File: src/rtl/chime_ctrl.sv
// chime_ctrl: hourly chime and alarm sequencer.
// Drives a buzzer and a 4-bit walking-light bar. States are IDLE, CHIME,
// ALARM and SNOOZE. A chime beeps the current hour (0 and 13..15 map to 12).
// An alarm sounds until stopped or until ALARM_TICKS ticks have elapsed.
// Optional feature: define SNOOZE_EN to enable the snooze state. In that state
// the alarm is silenced for SNOOZE_TICKS ticks and then re-sounds.
// All outputs are registered and change one cycle after the causing input.
module chime_ctrl #(
    parameter int ALARM_TICKS  = 60,
    parameter int SNOOZE_TICKS = 300
) (
    input  logic       clk,
    input  logic       rst,
    input  logic       tick,
    input  logic       hour_req,
    input  logic [3:0] hour_in,
    input  logic       alarm_req,
    input  logic       stop,
    input  logic       snooze,
    output logic       buzz,
    output logic [3:0] led_bar,
    output logic       busy,
    output logic [1:0] src
);

    // State encoding doubles as the src output code.
    localparam logic [1:0] ST_IDLE   = 2'b00;
    localparam logic [1:0] ST_CHIME  = 2'b01;
    localparam logic [1:0] ST_ALARM  = 2'b10;
    localparam logic [1:0] ST_SNOOZE = 2'b11;

    localparam logic [7:0] ALARM_LIMIT = 8'(ALARM_TICKS);
    localparam logic [3:0] LED_FIRST   = 4'b1000;

    // Map an hour value to a beep count: 0 and anything above 12 become 12.
    function automatic logic [3:0] map_hour(input logic [3:0] h);
        logic [3:0] r;
        if ((h == 4'd0) || (h > 4'd12)) begin
            r = 4'd12;
        end else begin
            r = h;
        end
        return r;
    endfunction

    logic [1:0] state_q,    state_d;
    logic       buzz_q,     buzz_d;
    logic [3:0] led_q,      led_d;
    logic       busy_q,     busy_d;
    logic [3:0] cnt_q,      cnt_d;
    logic       pend_q,     pend_d;
    logic [3:0] pend_cnt_q, pend_cnt_d;
    logic [7:0] atick_q,    atick_d;
    logic       hist_q,     hist_d;
    logic       alarm_edge_s;
    logic [7:0] atick_inc_s;
    logic [3:0] led_rot_s;

`ifdef SNOOZE_EN
    localparam logic [9:0] SNOOZE_LIMIT = 10'(SNOOZE_TICKS);
    logic [9:0] scnt_q, scnt_d;
    logic [9:0] scnt_inc_s;
`else
    // The snooze input has no effect when the feature is built out.
    logic snooze_unused_s;
    assign snooze_unused_s = snooze;
`endif

    // Edge detect, saturating increments and the next walking-light pattern.
    always_comb begin
        alarm_edge_s = alarm_req & ~hist_q;
        atick_inc_s  = (atick_q == 8'hFF) ? atick_q : (atick_q + 8'd1);
        led_rot_s    = {led_q[0], led_q[3:1]};
`ifdef SNOOZE_EN
        scnt_inc_s   = (scnt_q == 10'h3FF) ? scnt_q : (scnt_q + 10'd1);
`endif
    end

    // Next-state and next-output logic for the sequencer.
    always_comb begin
        state_d    = state_q;
        buzz_d     = buzz_q;
        led_d      = led_q;
        cnt_d      = cnt_q;
        pend_d     = pend_q;
        pend_cnt_d = pend_cnt_q;
        atick_d    = atick_q;
        hist_d     = alarm_req;
`ifdef SNOOZE_EN
        scnt_d     = scnt_q;
`endif

        case (state_q)
            ST_IDLE: begin
                if (alarm_edge_s) begin
                    // The alarm wins. A simultaneous hour rollover is kept for later.
                    state_d = ST_ALARM;
                    buzz_d  = 1'b1;
                    led_d   = LED_FIRST;
                    atick_d = 8'd0;
                    if (hour_req) begin
                        pend_d     = 1'b1;
                        pend_cnt_d = map_hour(hour_in);
                    end else begin
                        pend_d = pend_q;
                    end
                end else if (hour_req) begin
                    state_d = ST_CHIME;
                    buzz_d  = 1'b1;
                    led_d   = LED_FIRST;
                    cnt_d   = map_hour(hour_in);
                    pend_d  = 1'b0;
                end else if (pend_q) begin
                    state_d = ST_CHIME;
                    buzz_d  = 1'b1;
                    led_d   = LED_FIRST;
                    cnt_d   = pend_cnt_q;
                    pend_d  = 1'b0;
                end else begin
                    buzz_d = 1'b0;
                    led_d  = 4'b0000;
                end
            end

            ST_CHIME: begin
                if (stop) begin
                    state_d = ST_IDLE;
                    buzz_d  = 1'b0;
                    led_d   = 4'b0000;
                    pend_d  = 1'b0;
                end else begin
                    if (hour_req) begin
                        pend_d     = 1'b1;
                        pend_cnt_d = map_hour(hour_in);
                    end else begin
                        pend_d = pend_q;
                    end
                    if (alarm_edge_s) begin
                        // Remaining beeps are dropped, not deferred.
                        state_d = ST_ALARM;
                        buzz_d  = 1'b1;
                        led_d   = LED_FIRST;
                        atick_d = 8'd0;
                    end else if (tick) begin
                        if (buzz_q && (cnt_q <= 4'd1)) begin
                            state_d = ST_IDLE;
                            buzz_d  = 1'b0;
                            led_d   = 4'b0000;
                            cnt_d   = 4'd0;
                        end else begin
                            if (buzz_q) begin
                                cnt_d = cnt_q - 4'd1;
                            end else begin
                                cnt_d = cnt_q;
                            end
                            buzz_d = ~buzz_q;
                            led_d  = led_rot_s;
                        end
                    end else begin
                        state_d = ST_CHIME;
                    end
                end
            end

            ST_ALARM: begin
                if (hour_req && !stop) begin
                    pend_d     = 1'b1;
                    pend_cnt_d = map_hour(hour_in);
                end else begin
                    pend_d = pend_q;
                end
                if (stop) begin
                    state_d = ST_IDLE;
                    buzz_d  = 1'b0;
                    led_d   = 4'b0000;
                    pend_d  = 1'b0;
                end
`ifdef SNOOZE_EN
                else if (snooze) begin
                    state_d = ST_SNOOZE;
                    buzz_d  = 1'b0;
                    led_d   = 4'b0000;
                    scnt_d  = 10'd0;
                end
`endif
                else if (tick) begin
                    if (atick_inc_s >= ALARM_LIMIT) begin
                        state_d = ST_IDLE;
                        buzz_d  = 1'b0;
                        led_d   = 4'b0000;
                        atick_d = 8'd0;
                    end else begin
                        atick_d = atick_inc_s;
                        buzz_d  = ~buzz_q;
                        led_d   = led_rot_s;
                    end
                end else begin
                    state_d = ST_ALARM;
                end
            end

`ifdef SNOOZE_EN
            ST_SNOOZE: begin
                // Alarm edges are ignored here; hour rollovers are only remembered.
                if (hour_req && !stop) begin
                    pend_d     = 1'b1;
                    pend_cnt_d = map_hour(hour_in);
                end else begin
                    pend_d = pend_q;
                end
                if (stop) begin
                    state_d = ST_IDLE;
                    pend_d  = 1'b0;
                end else if (tick) begin
                    if (scnt_inc_s >= SNOOZE_LIMIT) begin
                        state_d = ST_ALARM;
                        buzz_d  = 1'b1;
                        led_d   = LED_FIRST;
                        atick_d = 8'd0;
                        scnt_d  = 10'd0;
                    end else begin
                        scnt_d = scnt_inc_s;
                    end
                end else begin
                    state_d = ST_SNOOZE;
                end
            end
`endif

            default: begin
                state_d = ST_IDLE;
                buzz_d  = 1'b0;
                led_d   = 4'b0000;
                pend_d  = 1'b0;
            end
        endcase

        busy_d = (state_d == ST_CHIME) || (state_d == ST_ALARM);
    end

    // State and output registers with synchronous reset.
    always_ff @(posedge clk) begin
        if (rst) begin
            state_q    <= ST_IDLE;
            buzz_q     <= 1'b0;
            led_q      <= 4'b0000;
            busy_q     <= 1'b0;
            cnt_q      <= 4'd0;
            pend_q     <= 1'b0;
            pend_cnt_q <= 4'd0;
            atick_q    <= 8'd0;
            hist_q     <= 1'b0;
`ifdef SNOOZE_EN
            scnt_q     <= 10'd0;
`endif
        end else begin
            state_q    <= state_d;
            buzz_q     <= buzz_d;
            led_q      <= led_d;
            busy_q     <= busy_d;
            cnt_q      <= cnt_d;
            pend_q     <= pend_d;
            pend_cnt_q <= pend_cnt_d;
            atick_q    <= atick_d;
            hist_q     <= hist_d;
`ifdef SNOOZE_EN
            scnt_q     <= scnt_d;
`endif
        end
    end

    assign buzz    = buzz_q;
    assign led_bar = led_q;
    assign busy    = busy_q;
    assign src     = state_q;

endmodule

File: config.mk
export PLATFORM = sky130hd
export DESIGN_NAME = chime_ctrl
export DESIGN_NICKNAME = d
export VERILOG_FILES = /design/src/rtl/chime_ctrl.sv
export SDC_FILE = /design/constraint.sdc
export NUM_CORES = 1
export LEC_CHECK = 0
export CORE_ASPECT_RATIO = 2
export CORE_MARGIN = 1
export CORE_UTILIZATION = 54
export DETAILED_ROUTE_END_ITERATION = 8
export HOLD_SLACK_MARGIN = 0.02
export PLACE_DENSITY = 0.74
export SYNTH_ARGS = -nofsm -noshare
export SYNTH_HDL_FRONTEND = slang
export SYNTH_SLANG_ARGS = --single-unit
File: constraint.sdc
create_clock -name clk -period 2.1 [get_ports clk]
set_clock_uncertainty 0.2 [all_clocks]
set_input_delay 0.315 -clock clk [delete_from_list [all_inputs] [get_ports clk]]
set_output_delay 0.315 -clock clk [all_outputs]
set_load 0.02 [all_outputs]
Word level (Yosys, flattened, before mapping)
Cells that the tools add are included.
{"block": "word_totals", "regBits": 26, "inputBits": 11, "out_inout_bits": 8, "word_cells": 109}
{"block": "classes", "add_sub_neg": 2, "order_cmp": 3, "eq_ne": 18, "mux": 61, "bitwise": 3, "reduce_logical": 13}
{"op": "4-bit two-way mux", "count": 23}
{"op": "8-bit two-way mux", "count": 6}
{"op": "4-bit case mux with 3 select lines", "count": 2}
{"op": "8-bit case mux with 3 select lines", "count": 1}
{"op": "2-bit two-way mux", "count": 10}
{"op": "2-bit inequality test (second input constant)", "count": 8}
{"op": "1-bit two-way mux", "count": 15}
{"op": "3-bit inequality test (second input constant)", "count": 4}
{"op": "8-bit by 1-bit adder with 8-bit output (second input constant)", "count": 1}
{"op": "8-bit == test (second input constant)", "count": 1}
{"op": "8-bit by 6-bit greater-or-equal comparator with 1-bit output (second input constant)", "count": 1}
{"op": "4-bit case mux with 2 select lines", "count": 1}
{"op": "4-bit AND reduction", "count": 2}
{"op": "7-bit AND reduction", "count": 1}
{"op": "1-bit case mux with 3 select lines", "count": 2}
{"op": "2-bit case mux with 3 select lines", "count": 1}
{"op": "2-bit by 1-bit == test with 1-bit output (second input constant)", "count": 2}
{"op": "2-bit == test (second input constant)", "count": 2}
{"op": "4-bit > comparator (second input constant)", "count": 1}
{"op": "4-bit by 1-bit less-or-equal comparator with 1-bit output (second input constant)", "count": 1}
{"op": "4-bit zero test", "count": 1}
{"op": "4-bit inequality test (second input constant)", "count": 1}
{"op": "4-bit by 1-bit subtractor with 4-bit output (second input constant)", "count": 1}
{"op": "3-bit nonzero test", "count": 1}
{"op": "other kinds (8)", "count": 11}

Depth between registers and ports, before layout
Gate-level depths: netlist of the first run.
{"block": "depth", "word_depth": 9, "mapped_depth": 7, "mapped_depth_nobuf": 7}

Worst setup path after synthesis of the first run
OpenSTA, ideal clock, no wires.
{"block": "synth_timing", "path_type": "register to register", "start": "register atick_q[0]", "end": "register atick_q[2]", "setup_ns": 0.073, "t_arrival_ns": 1.558, "required_time_ns": 1.827, "slack_ns": 0.269, "path_stages_with_launch": 8, "path_buffers": 1, "synth_period_minus_slack_ns": 1.831, "path_cell_list": "dfxtp_1 ha_1 nand4_1 o31a_1 a211oi_2 buf_6 a21oi_1 nor3_2"}
{"block": "synth_via", "elab_chain_cells": 7, "word_cells_on_any_way": 8, "cone_classes": "add/sub: 1; order compare: 1; eq/ne: 1; mux: 5"}
{"item": "from (decl)", "line": "53", "rtl": "logic [7:0] atick_q, atick_d;"}
{"item": "from (signal assigned)", "line": "264", "rtl": "atick_q <= atick_d;"}
{"item": "8-bit by 1-bit adder with 8-bit output / 8-bit == test (equally long branches)", "line": "72", "rtl": "atick_inc_s = (atick_q == 8'hFF) ? atick_q : (atick_q + 8'd1);"}
{"item": "8-bit two-way mux *", "line": "72"}
{"item": "8-bit by 6-bit greater-or-equal comparator with 1-bit output", "line": "187", "rtl": "if (atick_inc_s >= ALARM_LIMIT) begin"}
{"item": "8-bit two-way mux *", "line": "187"}
{"item": "8-bit two-way mux *", "line": "186", "rtl": "else if (tick) begin"}
{"item": "8-bit two-way mux *", "line": "172", "rtl": "if (stop) begin"}
{"item": "8-bit case mux with 3 select lines *", "line": "93", "rtl": "case (state_q)"}
Mark *: on every way between the ends. The rest lies on a longest branch, timed or not. The select of a mux whose other input is x is not followed.
A chain may end at the register's enable or synchronous reset.

Worst setup path after layout of the first run
{"block": "layout_timing", "start": "register atick_q[0]", "end": "register busy_q, in the netlist busy"}
{"block": "layout_via", "elab_chain_cells": 9, "word_cells_on_any_way": 11, "cone_classes": "add/sub: 1; order compare: 1; eq/ne: 3; mux: 5; reduce/logical: 1"}
{"item": "8-bit by 1-bit adder with 8-bit output / 8-bit == test (equally long branches)", "line": "72"}
{"item": "8-bit two-way mux *", "line": "72"}
{"item": "8-bit by 6-bit greater-or-equal comparator with 1-bit output *", "line": "187"}
{"item": "2-bit two-way mux *", "line": "187"}
{"item": "2-bit two-way mux *", "line": "186"}
{"item": "2-bit two-way mux *", "line": "172"}
{"item": "2-bit case mux with 3 select lines *", "line": "93"}
{"item": "2-bit by 1-bit == test with 1-bit output / 2-bit == test (equally long branches)", "line": "238", "rtl": "busy_d = (state_d == ST_CHIME) || (state_d == ST_ALARM);"}
{"item": "1-bit logical OR *", "line": "238"}
{"item": "to (signal assigned)", "line": "260", "rtl": "busy_q <= busy_d;"}
{"item": "to (decl)", "line": "49", "rtl": "logic busy_q, busy_d;"}
Mark *: on every way between the ends. The rest lies on a longest branch, timed or not.

==> impl_metrics.tcl, run 1 <==
set metrics [dict create \
    status "finished clean" \
    syn_nets 194 \
    finalCritPeriodShare_pct 96.2 \
    wl_per_cell_um 15.8 \
    placementRows 26 \
    ys_async_sr_fraction_pct 0 \
    final_nets 222 \
    timing.fmax_mhz 495 \
    ys_ff_latch 26 \
    grt_pass1_vias 1447 \
    hold_viol 0 \
    cap_violations 0 \
    gr-total-overflow 0 \
    max_slew_margin_pct 71.5 \
    coreArea_um2 2570 \
    die_area_um2 2960 \
    cp.required_ns 2.10 \
    layout-drive-gt1-share_pct 14.6 \
    io-pin-count 19 \
    numCtsBuffers 3 \
    yosysTopAreaCellShare_pct 35.2 \
    drt-initial-drc-count 62 \
    cts_tree "done" \
    ys_seq_area_share_pct 35.2 \
    fin_total_pwr_mw 1.12 \
    regArea_um2 527 \
    dp.final_hpwl_um 2860 \
    clkPwrFrac_pct 24.7 \
    p_per_area_nw_per_um2 615 \
    clock_path_buffers 2 \
    worst_slack_ns 0.0807 \
    grtUsageTotal_pct 27.4 \
    root_buffer "clkbuf_8" \
    grt_pass1_wl_um 6100 \
    fill_cells 213 \
    htree_num_levels 1 \
    vias 1499 \
    endpoint_kind "flop" \
    p_sw_share_pct 30.5 \
    r2r-start "atick_q[0]$_SDFFE_PP0P_" \
    synth_edf_count 0 \
    cts.sinks 26 \
    routed_wl_um 3710 \
    hold_path_depth 2 \
    min_to "atick_q[1]$_SDFFE_PP0P_" \
    yosysTopAreaCell "dfxtp_1" \
    ctsHoldBuffers 0 \
    gp_congestion 0.851 \
    grt_setup_unrepaired "yes" \
    synthFlopType "dfxtp_1" \
    reg2reg_slack_ns 0.08 \
    drv_slew 0 \
    antenna_found_initial 0 \
    first_pass_iters 4 \
    synth.distinct_cells 47 \
    syn_area_per_cell_um2 8.21 \
    tightest_slew_ns 0.424 \
    ff2ff_path_depth 7 \
    p_int_mw 0.780 \
    clk_latency_ns 0.27 \
    diodes 0 \
    arrival_ns 2.02 \
    p_sw_mw 0.342 \
    r2r_end "busy$_SDFF_PP0_" \
    syn_area_um2 1480 \
    critPathKind "flop to flop" \
    timing.critical_path.from_type "flop" \
    via_per_inst 6.41 \
    die_h_um 76.0 \
    syn_inst 180 \
    start_util_pct 57.5 \
    peakVddDrop_v 0.000419 \
    p_seq_share_pct 49.1 \
    drc_errors 0 \
    portBuffers 17 \
    setup_viol_count_final 0 \
    cellLeakagePower_nw 0.676 \
    worstPathMaxFanout 5 \
    hp-start "atick_q[1]$_SDFFE_PP0P_" \
    multi_input_area_um2 912 \
    grt_max_degree 14 \
    clkTransAtPathRegs_ns 0.09 \
    ant_nets 0 \
    synth_area_leaders "dfxtp_1 (35%), a21oi_1 (5.4%), nor2_1 (5.3%)" \
    p_comb_share_pct 26.2 \
    yosys_warnings 0 \
    die_w_um 39.0 \
    min_path_type "flop to flop" \
    fin_crit_ns 2.02 \
    place_ws_ns -0.0392 \
    area_growth_pct 23.5 \
]
==> layer usage <==
metal	vias to the layer above	part of all wire, %	track usage (%)
met3	15	2.8	2.33
met2	48	59	51.2
met4	0	2.9	11.7
li1	721	-	-
met5	-	0	0
met1	715	35	27.7
==> cells in the final DEF (no fill, tap or decap), types with 2 or more instances in the layout <==
cell             instances
and2b_1                  2
nor2b_1                  5
nand3_1                  5
inv_1                    6
a221oi_1                 3
a211oi_1                 8
o22ai_1                  2
o211ai_1                 3
mux2i_1                  4
nor2_1                  21
nor3_2                   2
clkbuf_8                 3
a21oi_1                 16
dfxtp_2                  2
and2_1                   2
a21o_1                   2
a31oi_1                  2
nand2_1                 12
o21ai_0                  5
buf_4                   14
clkdlybuf4s50_1         17
nand2b_1                 3
nor3b_1                  4
a22o_1                   4
nor3_1                   7
a21boi_0                 3
nor4_1                   2
ha_1                     2
dfxtp_1                 23
==> synthesized netlist by cell type (4+ instances only) <==
cell,n
a211oi_1,8
a21oi_1,16
a22o_1,4
clkbuf_1,4
dfxtp_1,26
inv_1,6
mux2i_1,4
nand2_1,12
nand3_1,5
nor2_1,21
nor2b_1,5
nor3_1,7
nor3b_1,4
o21ai_0,5
==> cells by family after synthesis <==
| family | count (synthesis) | share of synthesized area, % |
|---|---|---|
| and+or+nand+nor | 71 | 24.7 |
| xor gates and xnor gates | 1 | 0.593 |
| DFF | 26 | 35.2 |
| adders and majority gates | 3 | 2.54 |
| muxes | 4 | 2.71 |
| buffers and inverters | 15 | 4.83 |
| AOI/OAI and AO/OA | 60 | 29.4 |
==> worst max-delay path, cell delays in order (launching register included) <==
cell	delay, ns
dfxtp_4	0.38
ha_4	0.16
nand4_1	0.12
o31a_1	0.34
a211oi_4	0.33
buf_4	0.17
a221oi_1	0.08
a21oi_1	0.17
==> through the flow <==
stage	util, %	hold slack, ns	std cells	cell area [um2]	TNS, ns
after floorplan	-	0.243	180	1480	0
after global placement	67.4	0.273	229	1730	0
after detailed placement	67.4	0.287	229	1730	-0.164
after CTS	69.4	0.301	232	1780	0
after global routing	71.0	0.312	234	1820	-0.0416
final	71.0	0.291	234	1820	0
==> worst max-delay path by stage <==
| stage | depth (start not counted) | slack (ns) | startpoint | endpoint |
|---|---|---|---|---|
| floorplan | 7 | 0.27 | atick_q[0]$_SDFFE_PP0P_ | atick_q[2]$_SDFFE_PP0P_ |
| global placement | 6 | 0.03 | stop | cnt_q[0]$_SDFFE_PP0P_ |
| detailed placement | 7 | -0.04 | atick_q[0]$_SDFFE_PP0P_ | atick_q[4]$_SDFFE_PP0P_ |
| CTS | 7 | 0.006 | atick_q[0]$_SDFFE_PP0P_ | atick_q[4]$_SDFFE_PP0P_ |
| global route | 7 | -0.04 | atick_q[0]$_SDFFE_PP0P_ | atick_q[3]$_SDFFE_PP0P_ |
| finish | 7 | 0.08 | atick_q[0]$_SDFFE_PP0P_ | busy$_SDFF_PP0_ |
==> state kept, by name, summed over array words and instances, names as in the netlist <==
| signal | cells |
|---|---|
| atick_q | 8 |
| busy | 1 |
| buzz | 1 |
| cnt_q | 4 |
| hist_q | 1 |
| led_bar | 4 |
| pend_cnt_q | 4 |
| pend_q | 1 |
| src | 2 |
==> power groups by stage <==
stage / clock, mW / combinational (mW) / sequential (mW)
2_1_floorplan: 0 / 0.175 / 0.567
3_3_place_gp: 0 / 0.273 / 0.560
3_5_place_dp: 0 / 0.282 / 0.562
4_1_cts: 0.282 / 0.286 / 0.550
5_1_grt: 0.297 / 0.321 / 0.555
6_report: 0.277 / 0.294 / 0.551
==> what timing repair did <==
item,in CTS,in global routing
endpoints found under the setup margin,7,12
buffers inserted,0,2
resized for setup,2,7
pin swaps,0,5
==> final cells by class <==
class | instances | share of cell area [%]
clock buffers | 3 | 2.26
multi-input cells | 139 | 50.0
inverters | 6 | 1.23
flip-flops and latches | 26 | 28.9
well taps | 28 | 1.92
repair buffers | 32 | 15.7
Power figures use the tool's default switching activity.
==> inputs of run 2 (changes only) <==
--- a/config.mk
+++ b/config.mk
@@ -10,7 +10,7 @@
 export CORE_UTILIZATION = 54
 export DETAILED_ROUTE_END_ITERATION = 8
 export HOLD_SLACK_MARGIN = 0.02
-export PLACE_DENSITY = 0.74
+export PLACE_DENSITY = 0.78
 export SYNTH_ARGS = -nofsm -noshare
 export SYNTH_HDL_FRONTEND = slang
 export SYNTH_SLANG_ARGS = --single-unit
==> run 2 against run 1 <==
Against the previous run:
- highest routed layer unchanged
- power rose by 5.9%
- final area rose by 1.6%
- cell count rose by 1.7%
- non-clock buffer count rose by 3
- critical path depth rose by 1
- sequential power barely moved
- routed wire length rose by 8.6%
- via count rose by 0.80%
- largest power group unchanged
- clock power rose by 18%
- first-iteration DRC count rose by 60%
==> impl_metrics.tcl, run 2 (synthesized netlist as in run 1, its figures left out) <==
set metrics [dict create \
    die_h_um 76.0 \
    reg2reg_slack_ns 0.05 \
    use_met1_pct 26.6 \
    p_sw_mw 0.361 \
    cts.sinks 26 \
    r2r_end "buzz$_SDFFE_PP0P_" \
    cellLeakagePower_nw 0.699 \
    grt_pass1_wl_um 6310 \
    io-pin-count 19 \
    timing.fmax_mhz 489 \
    cp.required_ns 2.13 \
    grt_pass1_vias 1505 \
    regArea_um2 526 \
    worst_slack_ns 0.0544 \
    worstPathMaxFanout 6 \
    largest-register "atick_q" \
    fill_cells 195 \
    via_per_inst 6.35 \
    dp.final_hpwl_um 3020 \
    max_slew_margin_pct 69.9 \
    drv_slew 0 \
    p_sw_share_pct 30.4 \
    globalRouteMet2Util_pct 54.0 \
    wl_per_cell_um 16.9 \
    p_int_mw 0.827 \
    mostFrequentLayoutCell "dfxtp_1" \
    portBuffers 17 \
    routed_wl_um 4030 \
    fin_crit_ns 2.05 \
    multi_input_area_um2 907 \
    antenna_found_initial 0 \
    grt_use_met3_pct 7.00 \
    placed_area_um2 1750 \
    min_path_type "flop to flop" \
    gr-total-overflow 0 \
    critical_path.startpoint "atick_q[1]$_SDFFE_PP0P_" \
    drt-initial-drc-count 99 \
    first_pass_iters 5 \
    placementRows 26 \
    htree_num_levels 1 \
    status "finished clean" \
    die_area_um2 2960 \
    grt_setup_unrepaired "yes" \
    largest_reg_flops 8 \
    clk_latency_ns 0.28 \
    diodes 0 \
    p_comb_share_pct 26.2 \
    grt_max_degree 16 \
    layout-drive-gt1-share_pct 16.2 \
    cts_tree "done" \
    fin_area_um2 1850 \
    p_per_area_nw_per_um2 641 \
    grt.busiest_layer "met2" \
    hold_viol 0 \
    coreArea_um2 2570 \
    clock_path_buffers 2 \
    r2r-start "atick_q[1]$_SDFFE_PP0P_" \
    hold_path_depth 1 \
    endpoint "buzz$_SDFFE_PP0P_" \
    timing.critical_path.from_type "flop" \
    critPathKind "flop to flop" \
    arrival_ns 2.08 \
    ant_nets 0 \
    final_nets 225 \
    grtUsageTotal_pct 29.5 \
    peakVddDrop_v 0.000426 \
    gp_congestion 0.889 \
    hold_ws_ns 0.296 \
    clkTransAtPathRegs_ns 0.09 \
    place_ws_ns -0.119 \
    start_util_pct 57.5 \
    endpoint_kind "flop" \
    p_seq_share_pct 46.2 \
    vias 1511 \
    numCtsBuffers 3 \
    tightest_slew_ns 0.447 \
    drc_errors 0 \
    area_growth_pct 25.5 \
    die_w_um 39.0 \
    root_buffer "clkbuf_8" \
    ff2ff_path_depth 8 \
    finalCritPeriodShare_pct 97.4 \
    final_cell_mix "dfxtp_1 (24), nor2_1 (21), clkdlybuf4s50_1 (17), buf_4 (17), a21oi_1 (16)" \
    clkPwrFrac_pct 27.6 \
    cap_violations 0 \
    setup_viol_count_final 0 \
]
[run 2: cell count changes in the layout (fill, tap and decap cells not counted), sizes merged]
cell | previous run | this run
buf | 15 | 17
clkbuf | 3 | 4
clkdlybuf4s15 | 0 | 1
[run 2: area by class of cell]
cell class / instances / share of cell area, %
clock buffers: 4 / 2.97
inverters: 6 / 1.21
multi-input cells: 139 / 48.9
flip-flops and latches: 26 / 28.3
well taps: 28 / 1.89
repair buffers: 35 / 16.7
[run 2: power groups by stage]
stage                     combinational [mW]  sequential (mW)  clock [mW]
final                                  0.311            0.549       0.328
after global routing                   0.337            0.553       0.356
after CTS                              0.297            0.549       0.331
after detailed placement               0.293            0.560           0
after global placement                 0.282            0.558           0
after floorplan                        0.175            0.567           0
[run 2: worst min path at each step]
stage	from	endpoint	slack (ns)
2_1_floorplan	alarm_req	hist_q$_SDFF_PP0_	0.24
3_3_place_gp	atick_q[1]$_SDFFE_PP0P_	atick_q[1]$_SDFFE_PP0P_	0.27
3_5_place_dp	atick_q[1]$_SDFFE_PP0P_	atick_q[1]$_SDFFE_PP0P_	0.28
4_1_cts	atick_q[1]$_SDFFE_PP0P_	atick_q[1]$_SDFFE_PP0P_	0.29
5_1_grt	atick_q[7]$_SDFFE_PP0P_	atick_q[7]$_SDFFE_PP0P_	0.31
6_report	atick_q[7]$_SDFFE_PP0P_	atick_q[7]$_SDFFE_PP0P_	0.30
[run 2: per-stage QoR]
stage	utilization [%]	power, mW	setup TNS, ns	instances
2_1_floorplan	-	0.742	0	180
3_3_place_gp	68.0	0.839	-0.121	231
3_5_place_dp	68.0	0.854	-0.739	231
4_1_cts	70.1	1.18	0	235
5_1_grt	72.2	1.25	-0.0253	238
6_report	72.2	1.19	0	238
[run 2: timing repair]
item | CTS | global route
gates resized for setup | 0 | 7
hold buffers | 0 | 0
buffers inserted | 0 | 2
setup endpoints to repair | 0 | 8
[run 2: worst max-delay path, stage by stage (launching register included)]
cell and delay [ns]:
dfxtp_4 0.38, ha_4 0.16, nand4_1 0.13, o31a_1 0.27
a211oi_2 0.30, buf_4 0.21, buf_4 0.11, o2bb2ai_1 0.11
a22o_1 0.14
[run 2: routing by layer]
metal	share of wire (%)	wire [um]
met5	0	0
met4	3.6	144
met3	3.7	151
met2	59	2390
met1	33	1350
==> inputs of run 3 (changes only) <==
--- a/config.mk
+++ b/config.mk
@@ -6,7 +6,7 @@
 export NUM_CORES = 1
 export LEC_CHECK = 0
 export CORE_ASPECT_RATIO = 2
-export CORE_MARGIN = 1
+export CORE_MARGIN = 2
 export CORE_UTILIZATION = 54
 export DETAILED_ROUTE_END_ITERATION = 8
 export HOLD_SLACK_MARGIN = 0.02
==> run 3 against run 2 <==
Against the previous run:
- sequential share of layout area grew 0.84 points
- sequential power is essentially flat
- cell count shrank 2.1%
- fmax increased by 0.54%
- worst setup slack better by 0.011 ns
- sequential cell count is the same
==> impl_metrics.tcl, run 3 (synthesized netlist as in run 1, its figures left out) <==
set metrics [dict create \
    drv_slew 0 \
    cap_violations 0 \
    final_cell_mix "dfxtp_1 (23), nor2_1 (21), clkdlybuf4s50_1 (17), a21oi_1 (16), buf_4 (14)" \
    die_h_um 78.0 \
    fin_setup_tns_ns 0 \
    place_ws_ns -0.117 \
    start_util_pct 57.5 \
    htree_num_levels 1 \
    layout-drive-gt1-share_pct 13.7 \
    cts_tree "done" \
    p_int_mw 0.781 \
    grtUsageTotal_pct 27.0 \
    clkTransAtPathRegs_ns 0.08 \
    portBuffers 17 \
    crit_family "buffers and inverters" \
    clkPwrFrac_pct 24.9 \
    slowest_stage "clkdlybuf4s50_1" \
    gp_congestion 0.985 \
    p_seq_share_pct 49.0 \
    root_buffer "clkbuf_8" \
    ff2ff_path_depth 7 \
    endpoint "src[1]" \
    placementRows 26 \
    grt_pass1_vias 1495 \
    drt-initial-drc-count 43 \
    cellLeakagePower_nw 0.670 \
    coreArea_um2 2570 \
    timing.critical_path.from_type "flop" \
    largest-register "atick_q" \
    min_path_type "flop to flop" \
    area_growth_pct 21.6 \
    final_nets 221 \
    cts.sinks 26 \
    tightest_slew_ns 0.658 \
    p_sw_share_pct 30.4 \
    p_comb_share_pct 26.2 \
    clock_path_buffers 2 \
    via_per_inst 6.44 \
    diodes 0 \
    fin_cells 233 \
    grt_max_degree 16 \
    critical_path.startpoint "src[1]$_SDFF_PP0_" \
    peakVddDrop_v 0.000454 \
    dp.final_hpwl_um 2940 \
    fin_crit_ns 2.03 \
    clk_latency_ns 0.27 \
    vias 1501 \
    die_w_um 41.0 \
    wl_per_cell_um 15.9 \
    hold_viol 0 \
    grt_setup_unrepaired "no" \
    crit_cells 2 \
    max_stage_delay_ns 0.61 \
    drc_errors 0 \
    cp_num_buf_inv 2 \
    mostFrequentLayoutCell "dfxtp_1" \
    hold_path_depth 2 \
    dp.cells 230 \
    routed_wl_um 3700 \
    r2r_end "led_bar[3]$_SDFFE_PP0P_" \
    numCtsBuffers 3 \
    ant_nets 0 \
    largest_reg_flops 8 \
    setup_viol_count_final 0 \
    grt_pass1_wl_um 6120 \
    io-pin-count 19 \
    antenna_found_initial 0 \
    die_area_um2 3200 \
    worstPathMaxFanout 9 \
    r2r-start "atick_q[0]$_SDFFE_PP0P_" \
    status "finished clean" \
    max_slew_margin_pct 55.7 \
    endpoint_kind "primary output" \
    p_sw_mw 0.341 \
    gr-total-overflow 0 \
    finalCritPeriodShare_pct 96.9 \
    cp.required_ns 1.58 \
    arrival_ns 1.52 \
    p_per_area_nw_per_um2 625 \
    crit_chain "buf_4 > clkdlybuf4s50_1" \
    critPathKind "flop to primary output" \
    timing.fmax_mhz 492 \
    reg2reg_slack_ns 0.14 \
    first_pass_iters 4 \
    worst_slack_ns 0.0654 \
]
==> run 3: cell types whose count changed in the layout (fill, tap and decap cells not counted) <==
cell / delta
dfxtp_4: -1
nor4_1: +1
dfxtp_2: +2
and2_4: -1
clkdlybuf4s15_2: -1
clkbuf_8: -1
and2_1: +1
nor4_2: -1
dfxtp_1: -1
buf_4: -3
==> run 3: layout make-up <==
cell class	instances	area, um2
timing repair buffer	31	275
clock buffer	3	41.3
sequential	26	524
inverter	6	22.5
fill	199	773
multi-input combinational	139	898
tap	28	35.0
==> run 3: tightest hold or removal path, cell delays in order (launching register included) <==
cell and delay, ns:
dfxtp_2 0.35, nand2_1 0.06, a21oi_1 0.05
==> run 3: worst min path at each step <==
stage	start	end	slack [ns]
floorplan	alarm_req	hist_q$_SDFF_PP0_	0.24
global placement	atick_q[1]$_SDFFE_PP0P_	atick_q[1]$_SDFFE_PP0P_	0.27
detailed placement	atick_q[7]$_SDFFE_PP0P_	atick_q[7]$_SDFFE_PP0P_	0.28
CTS	atick_q[7]$_SDFFE_PP0P_	atick_q[7]$_SDFFE_PP0P_	0.29
global route	atick_q[7]$_SDFFE_PP0P_	atick_q[7]$_SDFFE_PP0P_	0.31
finish	atick_q[1]$_SDFFE_PP0P_	atick_q[1]$_SDFFE_PP0P_	0.29
==> run 3: layer usage <==
| layer | global-route usage [%] | wire length [um] |
|---|---|---|
| met5 | 0 | 0 |
| met4 | 16.7 | 149 |
| met3 | 8.29 | 139 |
| met1 | 25.1 | 1260 |
| met2 | 45.6 | 2150 |
==> run 3: stage by stage <==
step / hold slack [ns] / util (%) / area [um2] / power, mW
after detailed placement: 0.282 / 67.7 / 1740 / 0.850
final: 0.291 / 69.9 / 1800 / 1.12
after CTS: 0.295 / 69.4 / 1780 / 1.12
after global placement: 0.270 / 67.7 / 1740 / 0.838
after global routing: 0.312 / 69.9 / 1800 / 1.18
after floorplan: 0.243 / - / 1480 / 0.742
==> run 3: power groups by stage <==
| stage | registers (mW) | logic [mW] | clock network [mW] |
|---|---|---|---|
| floorplan | 0.567 | 0.175 | 0 |
| global placement | 0.557 | 0.281 | 0 |
| detailed placement | 0.559 | 0.291 | 0 |
| CTS | 0.548 | 0.293 | 0.278 |
| global route | 0.554 | 0.323 | 0.304 |
| finish | 0.550 | 0.294 | 0.279 |
==> run 3: timing repair <==
action                     in CTS  in global routing
cloned                          0                  0
setup endpoints to repair       1                  8
hold buffers                    0                  0
pin swaps                       0                  0
gates resized for setup         1                  4
setup buffers                   0                  0
